$ cat src/rtl/hex_parse_pkg.sv
// -----------------------------------------------------------------------------
// hex_parse_pkg
// Shared definitions for the ASCII hex token parser:
//   - parser FSM state encoding
//   - character-class enum produced by the classifier
//   - ASCII constants for the separators and the hex-digit range bounds
// -----------------------------------------------------------------------------
package hex_parse_pkg;

   typedef enum logic [1:0] {
      S_IDLE    = 2'd0,
      S_TOKEN   = 2'd1,
      S_DISCARD = 2'd2
   } state_e;

   typedef enum logic [1:0] {
      CLS_DIGIT = 2'd0,
      CLS_SEP   = 2'd1,
      CLS_BAD   = 2'd2
   } char_class_e;

   // Separators
   localparam logic [7:0] ASC_CR    = 8'h0D;
   localparam logic [7:0] ASC_LF    = 8'h0A;
   localparam logic [7:0] ASC_SPACE = 8'h20;
   localparam logic [7:0] ASC_COMMA = 8'h2C;

   // Hex digit range bounds
   localparam logic [7:0] ASC_0    = 8'h30;
   localparam logic [7:0] ASC_9    = 8'h39;
   localparam logic [7:0] ASC_UC_A = 8'h41;
   localparam logic [7:0] ASC_UC_F = 8'h46;
   localparam logic [7:0] ASC_LC_A = 8'h61;
   localparam logic [7:0] ASC_LC_F = 8'h66;

   function automatic logic is_separator(input logic [7:0] b);
      return (b == ASC_CR) || (b == ASC_LF) || (b == ASC_SPACE) || (b == ASC_COMMA);
   endfunction

endpackage

$ cat src/rtl/ascii_hex_classify.sv
// -----------------------------------------------------------------------------
// ascii_hex_classify
// Purely combinational classifier for one received ASCII byte.
// Ports:
//   rx_byte_i  in  8  byte to classify
//   cls_o      out    CLS_DIGIT / CLS_SEP / CLS_BAD
//   value_o    out 4  nibble value for CLS_DIGIT, 0 otherwise
// -----------------------------------------------------------------------------
module ascii_hex_classify
   import hex_parse_pkg::*;
(
   input  logic [7:0]  rx_byte_i,
   output char_class_e cls_o,
   output logic [3:0]  value_o
);

   always_comb begin
      cls_o   = CLS_BAD;
      value_o = 4'd0;
      if ((rx_byte_i >= ASC_0) && (rx_byte_i <= ASC_9)) begin
         cls_o   = CLS_DIGIT;
         // '0'..'9' are 0x30..0x39, so the low nibble is the value
         value_o = rx_byte_i[3:0];
      end else if (((rx_byte_i >= ASC_UC_A) && (rx_byte_i <= ASC_UC_F)) ||
                   ((rx_byte_i >= ASC_LC_A) && (rx_byte_i <= ASC_LC_F))) begin
         cls_o   = CLS_DIGIT;
         // 'A'/'a' have low nibble 1, so adding 9 maps them onto 10..15
         value_o = rx_byte_i[3:0] + 4'd9;
      end else if (is_separator(rx_byte_i)) begin
         cls_o   = CLS_SEP;
      end
   end

endmodule

$ cat src/rtl/ascii_hex_parser.sv
// -----------------------------------------------------------------------------
// ascii_hex_parser
// Turns a stream of UART-received ASCII bytes into nibble / terminator beats
// for hex_shifter, limits token length, counts errors and optionally echoes
// every received byte back to the UART transmitter.
// Ports:
//   clk_60mhz   in   1          system clock
//   rst_n       in   1          asynchronous active-low reset
//   rx_data     in   8          byte from UART receiver
//   rx_done     in   1          strobe, rx_data valid this cycle
//   nib_data    out  4          nibble value (0 on terminator beats)
//   nib_valid   out  1          one-cycle beat
//   char_check  out  1          beat is a token terminator
//   digit_cnt   out  3          digits in current token
//   err_pulse   out  1          invalid character or digit overflow
//   err_cnt     out  ERR_CNT_W  saturating error count
//   echo_data   out  8          byte to echo
//   echo_valid  out  1          echo request, held until accepted
//   echo_ready  in   1          transmitter accepts echo
// -----------------------------------------------------------------------------
module ascii_hex_parser
   import hex_parse_pkg::*;
#(
   parameter int MAX_DIGITS = 6,
   parameter bit ECHO_EN    = 1'b1,
   parameter int ERR_CNT_W  = 8
) (
   input  logic                 clk_60mhz,
   input  logic                 rst_n,
   input  logic [7:0]           rx_data,
   input  logic                 rx_done,
   output logic [3:0]           nib_data,
   output logic                 nib_valid,
   output logic                 char_check,
   output logic [2:0]           digit_cnt,
   output logic                 err_pulse,
   output logic [ERR_CNT_W-1:0] err_cnt,
   output logic [7:0]           echo_data,
   output logic                 echo_valid,
   input  logic                 echo_ready
);

   localparam logic [2:0] MAX_CNT = 3'(MAX_DIGITS);

   char_class_e cls;
   logic [3:0]  cls_value;

   state_e                 state_q,      state_d;
   logic [2:0]             digit_cnt_q,  digit_cnt_d;
   logic [3:0]             nib_data_q,   nib_data_d;
   logic                   nib_valid_q,  nib_valid_d;
   logic                   char_check_q, char_check_d;
   logic                   err_pulse_q,  err_pulse_d;
   logic [ERR_CNT_W-1:0]   err_cnt_q,    err_cnt_d;

   ascii_hex_classify u_classify (
      .rx_byte_i (rx_data),
      .cls_o     (cls),
      .value_o   (cls_value)
   );

   // Next-state and beat generation; everything holds unless rx_done is high.
   always_comb begin
      state_d      = state_q;
      digit_cnt_d  = digit_cnt_q;
      nib_data_d   = 4'd0;
      nib_valid_d  = 1'b0;
      char_check_d = 1'b0;
      err_pulse_d  = 1'b0;

      if (rx_done) begin
         case (state_q)
            S_IDLE: begin
               case (cls)
                  CLS_DIGIT: begin
                     nib_valid_d = 1'b1;
                     nib_data_d  = cls_value;
                     digit_cnt_d = 3'd1;
                     state_d     = S_TOKEN;
                  end
                  CLS_SEP: begin
                     // leading / repeated separators produce nothing
                  end
                  default: begin
                     err_pulse_d = 1'b1;
                     state_d     = S_DISCARD;
                  end
               endcase
            end

            S_TOKEN: begin
               case (cls)
                  CLS_DIGIT: begin
                     if (digit_cnt_q < MAX_CNT) begin
                        nib_valid_d = 1'b1;
                        nib_data_d  = cls_value;
                        digit_cnt_d = digit_cnt_q + 3'd1;
                     end else begin
                        // overflow: token is too long, drop rest of it
                        err_pulse_d = 1'b1;
                        state_d     = S_DISCARD;
                     end
                  end
                  CLS_SEP: begin
                     nib_valid_d  = 1'b1;
                     char_check_d = 1'b1;
                     digit_cnt_d  = 3'd0;
                     state_d      = S_IDLE;
                  end
                  default: begin
                     err_pulse_d = 1'b1;
                     state_d     = S_DISCARD;
                  end
               endcase
            end

            S_DISCARD: begin
               if (cls == CLS_SEP) begin
                  // terminator lets downstream close any partial token
                  nib_valid_d  = 1'b1;
                  char_check_d = 1'b1;
                  digit_cnt_d  = 3'd0;
                  state_d      = S_IDLE;
               end
            end

            default: begin
               state_d     = S_IDLE;
               digit_cnt_d = 3'd0;
            end
         endcase
      end
   end

   // Saturating error counter, advanced together with err_pulse.
   always_comb begin
      err_cnt_d = err_cnt_q;
      if (err_pulse_d && (err_cnt_q != {ERR_CNT_W{1'b1}})) begin
         err_cnt_d = err_cnt_q + 1'b1;
      end
   end

   always_ff @(posedge clk_60mhz or negedge rst_n) begin
      if (!rst_n) begin
         state_q      <= S_IDLE;
         digit_cnt_q  <= 3'd0;
         nib_data_q   <= 4'd0;
         nib_valid_q  <= 1'b0;
         char_check_q <= 1'b0;
         err_pulse_q  <= 1'b0;
         err_cnt_q    <= '0;
      end else begin
         state_q      <= state_d;
         digit_cnt_q  <= digit_cnt_d;
         nib_data_q   <= nib_data_d;
         nib_valid_q  <= nib_valid_d;
         char_check_q <= char_check_d;
         err_pulse_q  <= err_pulse_d;
         err_cnt_q    <= err_cnt_d;
      end
   end

   assign nib_data   = nib_data_q;
   assign nib_valid  = nib_valid_q;
   assign char_check = char_check_q;
   assign digit_cnt  = digit_cnt_q;
   assign err_pulse  = err_pulse_q;
   assign err_cnt    = err_cnt_q;

   if (ECHO_EN) begin : g_echo
      logic [7:0] echo_data_q,  echo_data_d;
      logic       echo_valid_q, echo_valid_d;

      // A new byte always wins: it overwrites an unaccepted one and keeps
      // echo_valid high even when the old byte is accepted this cycle.
      always_comb begin
         echo_data_d  = echo_data_q;
         echo_valid_d = echo_valid_q;
         if (rx_done) begin
            echo_data_d  = rx_data;
            echo_valid_d = 1'b1;
         end else if (echo_valid_q && echo_ready) begin
            echo_valid_d = 1'b0;
         end
      end

      always_ff @(posedge clk_60mhz or negedge rst_n) begin
         if (!rst_n) begin
            echo_data_q  <= 8'd0;
            echo_valid_q <= 1'b0;
         end else begin
            echo_data_q  <= echo_data_d;
            echo_valid_q <= echo_valid_d;
         end
      end

      assign echo_data  = echo_data_q;
      assign echo_valid = echo_valid_q;
   end else begin : g_no_echo
      logic unused_echo_ready;
      assign unused_echo_ready = echo_ready;
      assign echo_data  = 8'd0;
      assign echo_valid = 1'b0;
   end

endmodule

$ cat config.mk
export PLATFORM = sky130hd
export DESIGN_NAME = ascii_hex_parser
export DESIGN_NICKNAME = d
export VERILOG_FILES = /design/src/rtl/hex_parse_pkg.sv /design/src/rtl/ascii_hex_classify.sv /design/src/rtl/ascii_hex_parser.sv
export SDC_FILE = /design/constraint.sdc
export NUM_CORES = 1
export LEC_CHECK = 0
export CAP_MARGIN = 20
export CORE_MARGIN = 2
export CORE_UTILIZATION = 50
export CTS_BUF_LIST = sky130_fd_sc_hd__clkbuf_16
export CTS_CLUSTER_SIZE = 16
export DETAILED_ROUTE_END_ITERATION = 12
export DONT_BUFFER_PORTS = 1
export PLACE_DENSITY_LB_ADDON = 0.3
export SYNTH_ARGS = -nofsm -noshare
export SYNTH_HDL_FRONTEND = slang
export SYNTH_SLANG_ARGS = --single-unit
export TNS_END_PERCENT = 1
$ cat constraint.sdc
create_clock -name clk_60mhz -period 2.2 [get_ports clk_60mhz]
set_clock_uncertainty 0.2 [all_clocks]
set_input_delay 0.33 -clock clk_60mhz [delete_from_list [all_inputs] [get_ports clk_60mhz]]
set_output_delay 0.33 -clock clk_60mhz [all_outputs]
set_load 0.05 [all_outputs]
== After elaboration in Yosys (flattened, before gate mapping) ==
Cells that the tools add are included.

* Bits in registers: 29
* Bits of input ports: 12
* Output and inout bits: 27
* Logic and storage cells: 84

* Add/sub/neg operators: 3
* Magnitude comparators: 7
* Equal/unequal tests: 14
* Muxes and demuxes: 35
* Reduce and logical (&&, ||, !) cells: 16

{| class="wikitable"
|+ Operators with widths
! kind !! number
|-
| $mux 4 || 6
|-
| $eq 8x4->1 const B || 2
|-
| $eq 8x6->1 const B || 2
|-
| $ge 8x7->1 const B || 2
|-
| $le 8x7->1 const B || 2
|-
| $mux 1 || 11
|-
| $mux 2 || 5
|-
| $mux 3 || 3
|-
| $ne 3x3->1 const B || 3
|-
| $pmux 3 s3 || 1
|-
| $add 8x1->8 const B || 1
|-
| $ge 8x6->1 const B || 1
|-
| $le 8x6->1 const B || 1
|-
| $ne 8x8->1 const B || 1
|-
| $pmux 2 s2 || 2
|-
| $pmux 4 s2 || 1
|-
| $ne 2x2->1 const B || 3
|-
| $pmux 1 s2 || 3
|-
| $pmux 2 s3 || 1
|-
| $pmux 3 s2 || 1
|-
| $logic_and 1x1->1 || 5
|-
| $reduce_and 5->1 || 1
|-
| $add 4x4->4 const B || 1
|-
| $eq 2x1->1 const B || 2
|-
| other kinds (9) || 14
|}

== Longest topological paths before layout ==
Gate-level depths: netlist of run 1.

* Depth after elaboration: 13
* Mapped depth: 9
* Depth with buffers taken out: 8

== By module ==
A second synthesis of run 1 with hierarchy kept.

* Cell total of the unflattened synthesis: 149
* Area, all modules: 1641.6 µm²

{| class="wikitable"
|+ Modules (own cells, without submodules)
! module !! times used !! cells an instance !! area an instance (µm²) !! seq. area each (µm²)
|-
| ascii_hex_parser || 1 || 119 || 1401.3 || 725.7
|-
| ascii_hex_classify || 1 || 30 || 240.2 || 0.0
|}

== Worst setup path after synthesis of run 1 ==
Ideal clock, no wire load.

* Path type: input port to flip-flop
* Start point: input rx_data[0]
* End point: register err_cnt_q[1], in the netlist err_cnt[1]
* Library setup time: 0.125 ns
* Arrival: 2.136 ns
* Data required time: 1.875 ns
* Path slack: -0.261 ns
* Stages: 8
* Buffers on the path: 0
* Cells stage by stage: inv_1 > ha_1 > o21bai_4 > a2111oi_4 > o21ai_2 > a22o_4 > and3_4 > mux2_4

* Longest elaborated chain between the ends: 13
* Elaborated cells between the ends (all ways): 28
* Those cells by class: order compare: 6; eq/ne: 5; mux: 7; reduce/logical: 10

{| class="wikitable"
|+ RTL lines
! item !! line !! source
|-
| start, declared || ascii_hex_parser.sv:30 || <nowiki>input logic [7:0] rx_data,</nowiki>
|-
| parallel branches: the longest is 6 deep, another holds $ge 8x7->1 || n/a ||
|-
| $mux 2 * || ascii_hex_classify.sv:20 || <nowiki>if ((rx_byte_i >= ASC_0) && (rx_byte_i <= ASC_9)) begin</nowiki>
|-
| $eq 2x1->1 / $logic_not 2->1 (equally long branches) || ascii_hex_parser.sv:74, ascii_hex_parser.sv:92 ||
|-
| $reduce_or 2->1 (no source line) || n/a ||
|-
| $mux 1 || ascii_hex_parser.sv:74 || <nowiki>case (cls)</nowiki>
|-
| $pmux 1 s2 * || ascii_hex_parser.sv:72 || <nowiki>case (state_q)</nowiki>
|-
| $mux 1 * || ascii_hex_parser.sv:71 || <nowiki>if (rx_done) begin</nowiki>
|-
| $logic_and 1x1->1 * || ascii_hex_parser.sv:138 || <nowiki>if (err_pulse_d && (err_cnt_q != {ERR_CNT_W{1'b1}})) begin</nowiki>
|-
| end signal, assigned || ascii_hex_parser.sv:159 || <nowiki>err_cnt_q <= err_cnt_d;</nowiki>
|-
| end, declared || ascii_hex_parser.sv:54 || <nowiki>logic [ERR_CNT_W-1:0] err_cnt_q, err_cnt_d;</nowiki>
|}

Every way passes the cells marked *.
A chain may end at the register's enable or synchronous reset.

== Final worst setup path of run 1 ==
* Start point: register state_q[0]
* End point: register digit_cnt_q[1], in the netlist digit_cnt[1]

* Longest elaborated chain between the ends: 3
* Elaborated cells between the ends (all ways): 9
* Those cells by class: eq/ne: 6; mux: 1; reduce/logical: 2

{| class="wikitable"
|+ RTL lines
! item !! line !! source
|-
| start, declared || ascii_hex_parser.sv:48 || <nowiki>state_e state_q, state_d;</nowiki>
|-
| start signal, assigned || ascii_hex_parser.sv:153 || <nowiki>state_q <= state_d;</nowiki>
|-
| $eq 2x1->1 (tied with other cells) || ascii_hex_parser.sv:72 ||
|-
| $ne 3x3->1 (no source line) / $ne 2x2->1 (equally long branches) || n/a ||
|-
| $reduce_and 5->1 (no source line) || n/a ||
|-
| end signal, assigned || ascii_hex_parser.sv:154 || <nowiki>digit_cnt_q <= digit_cnt_d;</nowiki>
|-
| end, declared || ascii_hex_parser.sv:49 || <nowiki>logic [2:0] digit_cnt_q, digit_cnt_d;</nowiki>
|}

Several ways; a longest one is shown, not always the timed one.

==> run_results.csv, run 1 <==
group,metric,value,unit
die,die_area,3790,µm²
clocking,clk_pin_slew,0.05,ns
power_and_ir_drop,power_density,1090,nW/µm²
sta,rsz0062_at_grt,"no",
outcome,status,"finished, final reports clean",
sta,hold_viol,0,
global_routing,grtUsageMet1,26.2,%
final_layout,drive_above_1_share,28.3,%
logic_synthesis,seq_area_frac_synth,43.8,%
final_layout,stdcell_area,2050,µm²
clocking,numCtsBuffers,5,
power_and_ir_drop,peakVddDrop,654,µV
critical_path,start_kind,"flop",
logic_synthesis,async_reset_ff_share,100,%
final_layout,syn2layout_area_growth,23.8,%
placed_design,port_buffers,0,
critical_path,path_class,"reg2reg",
clocking,clockRootBuffer,"clkbuf_16",
critical_path,worst_setup_path_end_kind,"flop",
global_routing,use_met2,35.5,%
sta,finalSetupViolations,0,
sta,max-slew-margin-rel,67.4,%
power_and_ir_drop,fin_total_pwr,0.00224,W
die,start_util,53.3,%
placed_design,gp_congestion,0.888,
logic_synthesis,synth.top_cell.area_share,43.8,%
clocking,cts_tree,"done",
route,drt_wl_total,3640,µm
critical_path,required,2.15,ns
critical_path,critPathMaxFanout,7,
global_routing,grtUsageTotal,22.2,%
global_routing,gr-total-overflow,0,
route,vias_per_cell,5.69,
hold_path,hold_path.class,"in2reg",
die,die_h,61.5,µm
route,drt_first_pass_iters,4,
critical_path,crit_arrival,2.00,ns
route,drt-wirelength-per-cell,15.9,µm
die,num_io_pins,39,
clocking,cts_setup_buffers,0,
logic_synthesis,synth_area_per_cell,10.6,µm²
final_layout,diodes,0,
die,row_count,20,
die,fp.coreArea,3100,µm²
route,postRouteAntennaNets,0,
power_and_ir_drop,p_leak,0.922,nW
sta,post-route-period-util,93.1,%
global_routing,top_usage_layer,"met2",
global_routing,grt_max_degree,30,
job,max_cap_viol_count,0,
global_routing,antenna_found_initial,0,
clocking,cts.sinks,29,
clocking,clk_latency,0.27,ns
final_layout,nets,206,
logic_synthesis,synth.area.top_cells,"dfrtp_1, ha_1, mux2_2",
global_routing,use_met3,7.98,%
placed_design,dp_hpwl,2720,µm
logic_synthesis,ys_warn_count,0,
sta,fin_crit,2.05,ns
sta,report.final.slew_viol_count,0,
logic_synthesis,synth_largest_area_cell,"dfrtp_1",
logic_synthesis,netlist_instances,156,
route,drt_iter0_drc,78,
placed_design,post-place-cells,217,
sta,tns,0,ns
clocking,cts.htree.levels,2,
sta,fmax,488,MHz
logic_synthesis,ys_seq_elements,29,
logic_synthesis,synthesis.nets,179,
logic_synthesis,synth_edf_count,0,
sta,holdWs,0.0106,ns
placed_design,dpl-instance-area,1870,µm²
sta,tightest_slew,0.490,ns
route,drc_errors,0,
die,fp.dieW,61.5,µm
final_layout,final_cells,228,
clocking,clockBufferDepth,2,
global_routing,grt_pass1_wl,6060,µm
global_routing,grt_pass1_vias,1362,
logic_synthesis,ys.flop_type,"dfrtp_1",
logic_synthesis,netlist_area,1660,µm²
final_layout,num-fill-cells,254,
route,vias,1297,
logic_synthesis,synth_cell_type_count,39,
-- critical path, stage by stage (launching register included) --
cell     delay (ns)
dfrtp_1        0.41
inv_1          0.12
ha_1           0.31
a31oi_1        0.09
a21oi_1        0.13
nor3_1         0.08
a31oi_1        0.23
mux2_2         0.36
-- cell usage in the layout (no fill, tap or decap), types with 5 or more instances in the layout --
master	n
xnor2_1	9
nand4_1	6
inv_1	10
buf_4	21
clkbuf_16	5
nand2_1	10
and3_1	7
a21oi_1	5
nor2_1	12
ha_1	9
dfrtp_1	29
o21ai_0	7
mux2_2	9
-- area by class of cell --
class / count / area [µm²] / share of cell area (%)
clock buffer: 5 / 125 / 6.10
tap: 44 / 55.1 / 2.69
clock inverter: 3 / 12.5 / 0.610
inverter: 12 / 50.0 / 2.44
multi-input combinational: 111 / 883 / 43.1
sequential: 29 / 726 / 35.4
timing repair buffer: 24 / 198 / 9.65
-- report_power, final --
| part | switching, W | total [W] | internal (W) | leakage, nW |
|---|---|---|---|---|
| logic | 0.000518 | 0.000835 | 0.000317 | 0.485 |
| registers | 0.000153 | 0.000784 | 0.000630 | 0.369 |
| clock network | 0.000217 | 0.000623 | 0.000407 | 0.0687 |
-- synth_stat cells, types with 2 or more instances --
master / instances
mux2_2: 9
o21ai_0: 7
nor3_1: 4
xor2_1: 2
dfrtp_1: 29
inv_1: 12
a21oi_1: 5
nand2_1: 10
nand3_1: 4
nor2_1: 12
and3_1: 7
clkbuf_1: 2
mux2i_1: 2
and2_2: 2
xnor2_1: 9
ha_1: 11
a31oi_1: 2
nand4_1: 6
-- stage by stage --
stage                     utilization [%]  setup WS, ns
final                                66.0         0.151
after floorplan                         -       -0.0701
after CTS                            66.0         0.183
after global placement               60.3        0.0103
after detailed placement             60.3       -0.0389
after global routing                 66.0        0.0789
-- layer usage --
layer / share of wire, % / wire, µm / vias to the layer above
li1: - / - / 608
met1: 41 / 1480 / 618
met2: 48 / 1740 / 55
met3: 8.2 / 298 / 16
met4: 3.1 / 114 / 0
met5: 0 / 0 / -
-- cells by family (layout without fill, tap and decap cells) --
| kind of cell | Yosys count | in the layout | synth area share, % |
|---|---|---|---|
| simple gates | 51 | 51 | 16.3 |
| flops | 29 | 29 | 43.8 |
| compound gates | 26 | 26 | 13.2 |
| buf+inv | 16 | 44 | 4.31 |
| mux | 12 | 12 | 8.24 |
| fa+ha+maj | 11 | 11 | 8.31 |
| xor+xnor | 11 | 11 | 5.82 |
-- sequential cells by signal, summed over array words and instances, names as in the netlist --
register and flops:
echo_data 8, err_cnt 8, nib_data 4, digit_cnt 3
state_q 2, char_check 1, echo_valid 1, err_pulse 1
nib_valid 1
-- worst paths after layout --
path	from	endpoint	slack [ns]	cells after the start
worst max-delay path	state_q[0]$_DFFE_PN0P_	digit_cnt[1]$_DFFE_PN0P_	0.15	7
worst min-delay path	rx_data[4]	echo_data[4]$_DFFE_PN0P_	0.01	1
worst max register to register	state_q[0]$_DFFE_PN0P_	digit_cnt[1]$_DFFE_PN0P_	0.15	7
worst min register to register	err_cnt[6]$_DFFE_PN0P_	err_cnt[6]$_DFFE_PN0P_	0.34	1
max in group asynchronous	rst_n	echo_data[1]$_DFFE_PN0P_	1.34	2
min in group asynchronous	rst_n	char_check$_DFF_PN0_	0.30	2
-- what timing repair did --
action / in CTS / in global routing
resized for setup: 0 / 0
hold buffers: 3 / 0
endpoints found under the setup margin: 0 / 0
hold endpoints to repair: 30 / 0
(Power assumes the default switching activity.)
==> run 2, diff against run 1 <==
--- a/config.mk
+++ b/config.mk
@@ -12,6 +12,7 @@
 export CTS_CLUSTER_SIZE = 16
 export DETAILED_ROUTE_END_ITERATION = 12
 export DONT_BUFFER_PORTS = 1
+export GPL_TIMING_DRIVEN = 0
 export PLACE_DENSITY_LB_ADDON = 0.3
 export SYNTH_ARGS = -nofsm -noshare
 export SYNTH_HDL_FRONTEND = slang
==> run 2 against run 1 <==
Design area decreased by 4.7%. Via count decreased by 6.0%. Critical path depth down 1. Cell count is 6.6% lower. Die area unchanged. Register-to-register slack lost 0.04 ns. Critical endpoint is now err_cnt[1]$_DFFE_PN0P_. Highest routed layer unchanged.
==> run_results.csv, run 2 (synthesis gave the netlist of run 1 again) <==
group,metric,value,unit
job,max_cap_viol_count,0,
sta,hold_viol,0,
route,postRouteAntennaNets,0,
critical_path,crit_chain,"ha_2 -> nand2_1 -> nor2_2 -> nand3_2 -> and3_4 -> mux2_4",
placed_design,port_buffers,0,
final_layout,mostFrequentLayoutCells,"dfrtp_1, inv_1, nor2_1, nand2_1",
power_and_ir_drop,p_comb_share,22.2,%
global_routing,grt_max_degree,30,
power_and_ir_drop,p_clk_share,28.9,%
placed_design,dpl-instance-area,1740,µm²
route,drt_first_pass_iters,4,
power_and_ir_drop,peakVddDrop,813,µV
sta,finalSetupViolations,0,
route,vias_per_cell,5.72,
sta,fmax,479,MHz
sta,post-route-period-util,94.9,%
final_layout,syn2layout_area_growth,18.0,%
die,fp.coreArea,3100,µm²
power_and_ir_drop,netSwitchingFraction,40.4,%
final_layout,diodes,0,
die,start_util,53.3,%
clocking,cts.sinks,29,
final_layout,final_common_cell,"dfrtp_1",
sta,report.final.slew_viol_count,0,
critical_path,cpPeakStageDelay,0.55,ns
global_routing,grt_pass1_vias,1195,
sta,tightest_slew,0.587,ns
power_and_ir_drop,p_sw,0.000864,W
clocking,cts.htree.levels,2,
placed_design,dp_hpwl,2390,µm
global_routing,gr-total-overflow,0,
die,row_count,20,
route,vias,1219,
power_and_ir_drop,power_density,1090,nW/µm²
placed_design,post-place-cells,200,
clocking,clockRootBuffer,"clkbuf_16",
critical_path,crit_arrival,2.04,ns
route,drt_iter0_drc,72,
clocking,numCtsBuffers,5,
global_routing,grtUsageTotal,20.5,%
critical_path,worst_setup_path_end_kind,"flop",
power_and_ir_drop,p_int,0.00127,W
clocking,cts_tree,"done",
sta,max-slew-margin-rel,60.9,%
sta,tns,0,ns
critical_path,required,2.16,ns
die,fp.dieW,61.5,µm
final_layout,stdcell_area,1950,µm²
placed_design,gp_congestion,0.888,
clocking,clk_pin_slew,0.05,ns
route,drt_wl_total,3320,µm
global_routing,grt_pass1_wl,5630,µm
power_and_ir_drop,p_leak,0.842,nW
final_layout,final_cells,213,
critical_path,critPathMaxFanout,7,
power_and_ir_drop,seq_power_share,48.8,%
hold_path,hold_path.class,"in2reg",
die,num_io_pins,39,
final_layout,nets,191,
outcome,status,"finished, final reports clean",
die,die_h,61.5,µm
clocking,clockBufferDepth,2,
clocking,clk_latency,0.27,ns
final_layout,drive_above_1_share,25.4,%
route,drc_errors,0,
die,die_area,3790,µm²
route,drt-wirelength-per-cell,15.6,µm
critical_path,path_class,"reg2reg",
critical_path,start_kind,"flop",
global_routing,antenna_found_initial,0,
critical_path,slowest_stage,"dfrtp_2",
sta,fin_crit,2.09,ns
run 2: cell count changes in the layout (fill, tap and decap cells not counted), moves of 2 or more:
cell	previous run	this run
buf_4	21	3
dfrtp_1	29	25
clkbuf_1	0	2
dfrtp_2	0	4
clkinv_1	2	0
run 2: layout make-up:
type / count / area (µm²)
Timing Repair Buffer: 5 / 55.1
Tap cell: 44 / 55.1
Fill cell: 271 / 1150
Clock buffer: 5 / 125
Buffer: 4 / 30.0
Multi-Input combinational cell: 111 / 893
Clock inverter: 3 / 13.8
Sequential cell: 29 / 731
Inverter: 12 / 50.0
run 2: routing by layer:
metal | vias to the layer above | GRT usage (%) | wire length [µm]
li1 | 577 | - | -
met4 | 0 | 9.12 | 57
met2 | 50 | 30.2 | 1610
met3 | 8 | 7.35 | 288
met1 | 584 | 27.1 | 1360
met5 | - | 0 | 0
run 2: critical path: cells and delay by family, from the launching register on:
kind | cells | cell delay [ns]
adder cells (fa/ha/maj) | 1 | 0.27
AND/OR/NAND/NOR | 4 | 0.67
flip-flops | 1 | 0.55
multiplexers | 1 | 0.29
run 2: worst paths after layout:
path | end | slack [ns] | from | cells after the start
setup / recovery | err_cnt[1]$_DFFE_PN0P_ | 0.11 | err_cnt[1]$_DFFE_PN0P_ | 6
hold / removal | echo_data[5]$_DFFE_PN0P_ | 0.01 | rx_data[5] | 1
setup reg to reg | err_cnt[1]$_DFFE_PN0P_ | 0.11 | err_cnt[1]$_DFFE_PN0P_ | 6
hold reg to reg | state_q[1]$_DFFE_PN0P_ | 0.43 | state_q[1]$_DFFE_PN0P_ | 2
max in group asynchronous | err_cnt[0]$_DFFE_PN0P_ | 1.31 | rst_n | 2
min in group asynchronous | err_cnt[5]$_DFFE_PN0P_ | 0.32 | rst_n | 2
run 2: repair_timing:
action	CTS	global route
hold buffers	3	0
gates resized for setup	2	5
hold endpoints to repair	30	0
setup buffers	0	2
setup endpoints to repair	2	2
pin swaps	0	1
run 2: through the flow:
stage	utilization, %	total power, W	setup WS, ns	hold WS [ns]
6_report	62.9	0.00214	0.113	0.00991
5_1_grt	62.9	0.00226	-0.0174	0.00872
4_1_cts	62.1	0.00213	0.0266	0.00814
3_5_place_dp	56.2	0.00148	-0.227	-0.165
3_3_place_gp	56.2	0.00145	-0.197	-0.165
2_1_floorplan	-	0.00137	-0.0701	-0.166
run 2: power by group through the flow:
stage	logic [W]	registers, W	clock network (W)
after global placement	0.000416	0.00103	0
after CTS	0.000460	0.00104	0.000632
after detailed placement	0.000437	0.00104	0
after floorplan	0.000364	0.00101	0
after global routing	0.000532	0.00106	0.000668
final	0.000475	0.00104	0.000618
